File: config.mk
export PLATFORM = sky130hd
export DESIGN_NAME = uart_cmd_ctrl
export DESIGN_NICKNAME = d
export VERILOG_FILES = /design/src/rtl/uart_ctrl_pkg.sv /design/src/rtl/uart_cmd_assembler.sv /design/src/rtl/uart_cmd_ctrl.sv
export SDC_FILE = /design/constraint.sdc
export NUM_CORES = 1
export LEC_CHECK = 0
export CAP_MARGIN = 10
export CORE_UTILIZATION = 47
export DETAILED_ROUTE_END_ITERATION = 8
export HOLD_SLACK_MARGIN = 0.12
export PLACE_DENSITY = 0.75
export REMOVE_ABC_BUFFERS = 1
export SETUP_SLACK_MARGIN = 0.05
export SYNTH_ARGS = -nofsm -noshare
export SYNTH_HDL_FRONTEND = slang
export SYNTH_SLANG_ARGS = --single-unit
File: constraint.sdc
create_clock -name clk_i -period 2.6 [get_ports clk_i]
set_input_delay 0.78 -clock clk_i [delete_from_list [all_inputs] [get_ports clk_i]]
set_output_delay 0.78 -clock clk_i [all_outputs]
set_load 0.01 [all_outputs]
File: src/rtl/uart_ctrl_pkg.sv
// uart_ctrl_pkg: shared FSM state types, command-width helper and default frame timeout
package uart_ctrl_pkg;
  typedef enum logic [1:0] {IDLE, COLLECT, VALID} rx_state_t;
  typedef enum logic {TX_IDLE, TX_WAIT} tx_state_t;
  localparam int unsigned TIMEOUT_CLKS_DEF = 65536;
  function automatic int unsigned cmd_w(input int unsigned n);
    return 8 * n;
  endfunction
endpackage

File: src/rtl/uart_cmd_assembler.sv
// uart_cmd_assembler: packs NUM_BYTES rx bytes (MSB first) into a command word with timeout and overrun guard
//   in : clk_i, rst_ni, rdy_i, rx_data_i[8], clr_cmd_rdy_i
//   out: clr_rdy_o (comb), cmd_o[8*NUM_BYTES], cmd_rdy_o, overrun_o (sticky), frame_err_o (pulse)
module uart_cmd_assembler
  import uart_ctrl_pkg::*;
#(
  parameter int unsigned NUM_BYTES    = 2,
  parameter int unsigned TIMEOUT_CLKS = TIMEOUT_CLKS_DEF
) (
  input  logic                   clk_i,
  input  logic                   rst_ni,
  input  logic                   rdy_i,
  input  logic [7:0]             rx_data_i,
  output logic                   clr_rdy_o,
  output logic [8*NUM_BYTES-1:0] cmd_o,
  output logic                   cmd_rdy_o,
  input  logic                   clr_cmd_rdy_i,
  output logic                   overrun_o,
  output logic                   frame_err_o
);
  localparam int unsigned CMD_W = cmd_w(NUM_BYTES);
  localparam int unsigned TW    = $clog2(TIMEOUT_CLKS);
  rx_state_t        state_q, state_d;
  logic [CMD_W-1:0] cmd_q, cmd_d, shifted;
  logic [2:0]       cnt_q, cnt_d;
  logic [TW-1:0]    tmo_q, tmo_d;
  logic             rdy_q, rdy_d, ovr_q, ovr_d, ferr_q, ferr_d;
  assign shifted     = {cmd_q[CMD_W-9:0], rx_data_i};
  assign cmd_o       = cmd_q;
  assign cmd_rdy_o   = rdy_q;
  assign overrun_o   = ovr_q;
  assign frame_err_o = ferr_q;
  always_comb begin
    state_d   = state_q;
    cmd_d     = cmd_q;
    cnt_d     = cnt_q;
    tmo_d     = tmo_q;
    rdy_d     = rdy_q;
    ovr_d     = ovr_q;
    ferr_d    = 1'b0;
    clr_rdy_o = 1'b0;
    case (state_q)
      IDLE: if (rdy_i) begin
        clr_rdy_o = 1'b1;
        cmd_d     = shifted;
        cnt_d     = 3'd1;
        tmo_d     = '0;
        state_d   = COLLECT;
      end
      COLLECT: if (rdy_i) begin
        clr_rdy_o = 1'b1;
        cmd_d     = shifted;
        tmo_d     = '0;
        cnt_d     = cnt_q == 3'(NUM_BYTES - 1) ? 3'd0 : cnt_q + 3'd1;
        rdy_d     = cnt_q == 3'(NUM_BYTES - 1);
        state_d   = cnt_q == 3'(NUM_BYTES - 1) ? VALID : COLLECT;
      end else if (tmo_q == TW'(TIMEOUT_CLKS - 1)) begin
        ferr_d  = 1'b1;
        cnt_d   = 3'd0;
        tmo_d   = '0;
        state_d = IDLE;
      end else begin
        tmo_d = tmo_q + TW'(1);
      end
      VALID: if (clr_cmd_rdy_i) begin
        // Ack wins over a coincident byte, which then opens the next frame.
        rdy_d     = 1'b0;
        ovr_d     = 1'b0;
        clr_rdy_o = rdy_i;
        cmd_d     = rdy_i ? shifted : cmd_q;
        cnt_d     = rdy_i ? 3'd1 : 3'd0;
        tmo_d     = '0;
        state_d   = rdy_i ? COLLECT : IDLE;
      end else if (rdy_i) begin
        clr_rdy_o = 1'b1;
        ovr_d     = 1'b1;
      end
      default: state_d = IDLE;
    endcase
  end
  always_ff @(posedge clk_i or negedge rst_ni) begin
    if (!rst_ni) begin
      state_q <= IDLE;
      cmd_q   <= '0;
      cnt_q   <= '0;
      tmo_q   <= '0;
      rdy_q   <= 1'b0;
      ovr_q   <= 1'b0;
      ferr_q  <= 1'b0;
    end else begin
      state_q <= state_d;
      cmd_q   <= cmd_d;
      cnt_q   <= cnt_d;
      tmo_q   <= tmo_d;
      rdy_q   <= rdy_d;
      ovr_q   <= ovr_d;
      ferr_q  <= ferr_d;
    end
  end
endmodule

File: src/rtl/uart_cmd_ctrl.sv
// uart_cmd_ctrl: UART command/response sequencer (rx command assembly + single-byte tx responses)
//   rx : rdy_i, rx_data_i -> clr_rdy_o, cmd_o, cmd_rdy_o, overrun_o, frame_err_o; ack via clr_cmd_rdy_i
//   tx : resp_i, send_resp_i, tx_done_i -> trmt_o, tx_data_o, resp_busy_o, resp_sent_o
module uart_cmd_ctrl
  import uart_ctrl_pkg::*;
#(
  parameter int unsigned NUM_BYTES    = 2,
  parameter int unsigned TIMEOUT_CLKS = TIMEOUT_CLKS_DEF
) (
  input  logic                   clk_i,
  input  logic                   rst_ni,
  input  logic                   rdy_i,
  input  logic [7:0]             rx_data_i,
  output logic                   clr_rdy_o,
  output logic [8*NUM_BYTES-1:0] cmd_o,
  output logic                   cmd_rdy_o,
  input  logic                   clr_cmd_rdy_i,
  output logic                   overrun_o,
  output logic                   frame_err_o,
  input  logic [7:0]             resp_i,
  input  logic                   send_resp_i,
  output logic                   resp_busy_o,
  output logic                   resp_sent_o,
  output logic                   trmt_o,
  output logic [7:0]             tx_data_o,
  input  logic                   tx_done_i
);
  tx_state_t  tx_state_q, tx_state_d;
  logic [7:0] tx_data_q, tx_data_d;
  logic       trmt_q, trmt_d, busy_q, busy_d, sent_q, sent_d, done_q;
  uart_cmd_assembler #(.NUM_BYTES(NUM_BYTES), .TIMEOUT_CLKS(TIMEOUT_CLKS)) u_asm (
    .clk_i(clk_i), .rst_ni(rst_ni), .rdy_i(rdy_i), .rx_data_i(rx_data_i),
    .clr_rdy_o(clr_rdy_o), .cmd_o(cmd_o), .cmd_rdy_o(cmd_rdy_o),
    .clr_cmd_rdy_i(clr_cmd_rdy_i), .overrun_o(overrun_o), .frame_err_o(frame_err_o)
  );
  assign trmt_o      = trmt_q;
  assign tx_data_o   = tx_data_q;
  assign resp_busy_o = busy_q;
  assign resp_sent_o = sent_q;
  always_comb begin
    tx_state_d = tx_state_q;
    tx_data_d  = tx_data_q;
    trmt_d     = 1'b0;
    busy_d     = busy_q;
    sent_d     = 1'b0;
    case (tx_state_q)
      // A request landing on the resp_sent cycle is dropped; the caller retries.
      TX_IDLE: if (send_resp_i && !sent_q) begin
        tx_data_d  = resp_i;
        trmt_d     = 1'b1;
        busy_d     = 1'b1;
        tx_state_d = TX_WAIT;
      end
      // Only a fresh rising edge completes, so a stale done level is ignored.
      TX_WAIT: if (tx_done_i && !done_q) begin
        sent_d     = 1'b1;
        busy_d     = 1'b0;
        tx_state_d = TX_IDLE;
      end
      default: tx_state_d = TX_IDLE;
    endcase
  end
  always_ff @(posedge clk_i or negedge rst_ni) begin
    if (!rst_ni) begin
      tx_state_q <= TX_IDLE;
      tx_data_q  <= '0;
      trmt_q     <= 1'b0;
      busy_q     <= 1'b0;
      sent_q     <= 1'b0;
      done_q     <= 1'b0;
    end else begin
      tx_state_q <= tx_state_d;
      tx_data_q  <= tx_data_d;
      trmt_q     <= trmt_d;
      busy_q     <= busy_d;
      sent_q     <= sent_d;
      done_q     <= tx_done_i;
    end
  end
endmodule
After elaboration in Yosys (flattened, before gate mapping)
Index checks and enable logic that the tools add are counted.
{ "word_totals": {"ff_bits": 53, "input_bits": 22, "out_inout_bits": 31, "word_cells": 86} }
{ "classes": {"add_sub_neg": 2, "n_eq_ne": 10, "mux": 42, "n_bitwise": 1, "n_reduce_logical": 18} }
{ "op_table": {"columns": ["op", "count"], "rows": [
  ["$mux 16", 6],
  ["$pmux 16 s3", 1],
  ["$pmux 16 s2", 1],
  ["$mux 1", 18],
  ["$add 16x1->16 const B", 1],
  ["$eq 16x16->1 const B", 1],
  ["$mux 3", 5],
  ["$mux 2", 5],
  ["$pmux 3 s3", 1],
  ["$reduce_and 3->1", 3],
  ["$ne 2x2->1 const B", 4],
  ["$pmux 1 s2", 4],
  ["$reduce_and 2->1", 4],
  ["$pmux 2 s3", 1],
  ["$reduce_bool 2->1", 3],
  ["$reduce_and 4->1", 1],
  ["$add 3x1->3 const B", 1],
  ["$eq 3x1->1 const B", 1],
  ["$ne 3x2->1 const B", 1],
  ["$reduce_bool 3->1", 1],
  ["$eq 2x1->1 const B", 1],
  ["$eq 2x2->1 const B", 1],
  ["$logic_and 1x1->1", 2],
  ["$logic_not 1->1", 2],
  ["other kinds (4)", 4]
]} }

Longest topological paths before layout
Gate-level depths: netlist of the first run.
{ "logic_depth": {"ltp_word": 4, "ltp_mapped": 8, "depth_no_buf": 6} }

Modules after synthesis
Synthesis of the first run repeated with hierarchy kept, for this count alone.
{ "unflattened": {"cells_unflattened": 215, "area_unflattened_um2": 2458.6} }
{ "modules_own_cells": {"columns": ["module", "n_inst", "cells_each", "area_per_inst_um2", "seq_area_each_um2"], "rows": [
  ["uart_cmd_assembler", 1, 187, 1983.2, 1001.0],
  ["uart_cmd_ctrl", 1, 28, 475.5, 325.3]
]} }

Worst setup path after synthesis of the first run
Ideal clock, no wire load.
{ "synth_path": {"kind": "reg2reg", "from": "reg u_asm.state_q[0]", "to": "reg u_asm.tmo_q[13]", "setup_ps": 78, "arrival_ps": 2043, "t_required_ps": 2522, "setup_slack_ps": 479, "stages_incl_launch_ff": 8, "path_buffers": 1, "period_less_slack_ps": 2121, "cell_sequence": "dfrtp_1 > inv_1 > ha_1 > nor2b_1 > or4b_1 > buf_2 > or4_1 > a21oi_1"} }
{ "synth_between": {"elab_chain_cells": 3, "word_cells_on_any_way": 8, "classes_between": "eq/ne (4); mux (1); reduce/logical (3)"} }
{ "synth_rtl": {"columns": ["element", "line", "source"], "rows": [
  ["start: declaration", "uart_cmd_assembler.sv:23", "rx_state_t state_q, state_d;"],
  ["start signal: assignment", "uart_cmd_assembler.sv:91", "state_q <= state_d;"],
  ["$eq 2x2->1 (tied with other cells)", "uart_cmd_assembler.sv:42", "case (state_q)"],
  ["$ne 2x2->1 (no line) / $reduce_bool 3->1 (equally long branches)", null, null],
  ["$reduce_and 3->1 (no line)", null, null],
  ["end signal: assignment", "uart_cmd_assembler.sv:94", "tmo_q <= tmo_d;"],
  ["end: declaration", "uart_cmd_assembler.sv:26", "logic [TW-1:0] tmo_q, tmo_d;"]
]} }
Several ways; a longest one is shown, not always the timed one.
A chain may end at the register's enable or synchronous reset.

Worst setup path in the final report of the first run
{ "layout_path": {"from": "in rdy_i", "to": "out clr_rdy_o"} }
{ "layout_between": {"elab_chain_cells": 3} }
{ "layout_rtl": {"columns": ["element", "line", "source"], "rows": [
  ["start: declaration", "uart_cmd_ctrl.sv:12", "input logic rdy_i,"],
  ["$mux 1", "uart_cmd_assembler.sv:43, uart_cmd_assembler.sv:50, uart_cmd_assembler.sv:74", null],
  ["$mux 1", "uart_cmd_assembler.sv:65", "VALID: if (clr_cmd_rdy_i) begin"],
  ["$pmux 1 s2 *", "uart_cmd_assembler.sv:42", null],
  ["end: declaration", "uart_cmd_ctrl.sv:14", "output logic clr_rdy_o,"]
]} }
Every way passes the cells marked *; elsewhere a longest branch is shown, timed or not.

==> results of run 1 <==
## placed cells by master (no fill, tap or decap), types with 3 or more instances in the layout
cell,netlist,routed
nor3_1,3,3
o21ai_0,12,12
nand3_1,13,13
and4_1,3,3
or4_1,7,7
nor2_1,6,6
clkdlybuf4s50_1,0,50
a21oi_1,11,11
and3_1,3,3
mux2_2,25,25
inv_1,11,11
ha_1,5,5
nand2_1,16,16
o31ai_1,6,6
dfrtp_1,53,53
buf_4,0,17
nand4_1,5,5
clkbuf_8,0,5
a31oi_1,3,3
## timing repair
item	CTS	global route
resized for setup	1	0
endpoints found under the setup margin	1	0
endpoints found under the hold margin	0	0
buffers inserted	0	0
## report_power, final
group          internal, mW  leakage (nW)  total [mW]  switching (mW)
Sequential             1.03         0.667        1.14           0.116
Combinational         0.667         0.638        1.22           0.552
Clock                 0.289        0.0554       0.546           0.257
## final cells by class
class / count / area (sq um)
clock buffers: 6 / 72.6
inverters: 11 / 41.3
flip-flops and latches: 53 / 1330
clock inverters: 2 / 38.8
fillers: 382 / 1600
well taps: 67 / 83.8
repair buffers: 70 / 662
multi-input cells: 144 / 1020
## worst paths after layout
check,endpoint,slack [ps],cells past startpoint,start
setup / recovery,clr_rdy_o,170,4,rdy_i
hold / removal,resp_sent_o$_DFF_PN0_,430,1,done_q$_DFF_PN0_
setup reg to reg,u_asm.tmo_q[15]$_DFFE_PN0P_,390,6,u_asm.state_q[0]$_DFFE_PN0P_
hold reg to reg,resp_sent_o$_DFF_PN0_,430,1,done_q$_DFF_PN0_
max in group asynchronous,u_asm.state_q[1]$_DFFE_PN0P_,1610,2,rst_ni
min in group asynchronous,tx_data_o[1]$_DFFE_PN0P_,440,1,rst_ni
## through the flow
step                TNS [ps]  util [%]  instances  area, sq um
floorplan                  0         -        208         2390
global placement        -440      64.7        345         3140
detailed placement      -615      64.7        345         3140
CTS                        0      67.0        353         3250
global route               0      67.0        353         3250
finish                     0      67.0        353         3250
## registers in the layout, summed over array words and instances, names as in the netlist
signal             count
tx_state_q             1
u_asm.overrun_o        1
tx_data_o              8
u_asm.tmo_q           16
done_q                 1
u_asm.state_q          2
trmt_o                 1
u_asm.cnt_q            3
u_asm.cmd_rdy_o        1
resp_sent_o            1
u_asm.frame_err_o      1
resp_busy_o            1
u_asm.cmd_o           16
## cells by family after synthesis
group                      Yosys count
AOI/OAI and AO/OA                   46
adders and majority gates            5
buffers and inverters               21
DFF                                 53
muxes                               25
and+or+nand+nor                     68
## per-layer routing
metal	routed length (um)	global-route usage, %	share of wire, %
met1	2240	23.7	46
met2	2290	33.2	46
met3	361	5.15	7.3
met4	31	5.13	0.63
met5	0	0	0
==> flow_summary.ini, run 1 <==
[sta]
period_needed_ps = 2430
post-route-period-util_pct = 93.6
whs_ps = 433
hold_viol = 0
worst_pin_slew_ps = 519
grt_setup_unrepaired = no
worst_slack_ps = 165
fmax_mhz = 411
relSlewSlack_pct = 65.4
setup_violations = 0
worst_clock_skew_ps = 5.10
slew_violations = 0

[clocking]
clkSinkCount = 53
cts-root-buf = clkbuf_8
cts_tree = built
htree_num_levels = 2
cts_buffer_depth = 2
cts_buffers = 5
clkLatencyLatePin_ps = 300
cts_hold_buf = 0
clkSlewWorstSetupHoldPaths_ps = 90

[power]
p_total_mw = 2.91
power_leakage_nw = 1.36
max-vdd-ir-drop_mv = 0.611
power.density_mw_per_mm2 = 895

[route]
wl_um = 4920
first_pass_iters = 4
drc = 0
num_vias = 1920
avgRoutedWirePerCell_um = 13.9
drt_iter0_drc = 128
ant_nets = 0
routed_via_density = 5.44

[floorplan]
fp.dieW_um = 74.0
die_h_um = 74.0
dieArea_sq_mm = 0.00547
rows = 25
initial_core_util_pct = 50.2
ios = 53
core_sq_mm = 0.00485

[run_status]
status = complete, no violations

[placement]
portBuffers = 52
post-dp-hpwl_um = 3590
gp_congestion = 0.832
place_ws_ps = -159

[global_route]
grt_pass1_vias = 1725
grt_first_pass_wirelength_um = 7970
antenna_found_initial = 0
grt_overflow = 0
track_usage_pct = 19.2
grt_max_degree = 33

[flow_run]
drv_cap = 0

[logic_synthesis]
synth_compound_area_share_pct = 12.1
synthMuxAreaShare_pct = 11.6
ys_ff_latch = 53
yosysSeqAreaShare_pct = 54.5
ys_types = 42
synth_area_sq_mm = 0.00243
ys_top_cells_by_area = dfrtp_1, mux2_2, nand3_1
yosys_warnings = 0
yosysTopAreaCell = dfrtp_1
synth-async-reset-ratio_pct = 100
synth_most_common_cell = dfrtp_1
synth_top_family_by_area = simple AND/OR/NAND/NOR gates
synth_top_area_share_pct = 54.5
avgSynthCellArea_sq_um = 11.2
synth_xor_area_share_pct = 0
synth_flop_cell = dfrtp_1
synth_common_cells = dfrtp_1, mux2_2, nand2_1
synthCells = 218
synth_enable_flop_cells = 0
synth-adder-area-share_pct = 2.57
synthSimpleGateAreaFrac_pct = 15.8

[layout]
drive_gt1_share_pct = 19.2
nets = 312
area_growth_pct = 33.5
antenna_cells = 0

[worst_setup_path]
critPathArrivalTime_ps = 1650
path_cells = clkdlybuf4s50_1, inv_1, nor2_1, dlygate4sd2_1
crit_family = buffers and inverters
critPathLaunchType = input port
criticalPathCategory = in -> out
cp.required_ps = 1820
slowest_delay_ps = 470
critPathMaxFanout = 2
cp_num_buf_inv = 3
end_kind = output pin
cp_slowest_cell = clkdlybuf4s50_1

[min_path]
min_path_type = reg -> reg
Power figures use the tool's default switching activity.
==> run 2, diff against run 1 <==
- CTS_CLUSTER_SIZE: default -> 28
==> results of run 2 <==
No change in the layout: final DEF, timing and power equal those of run 1.
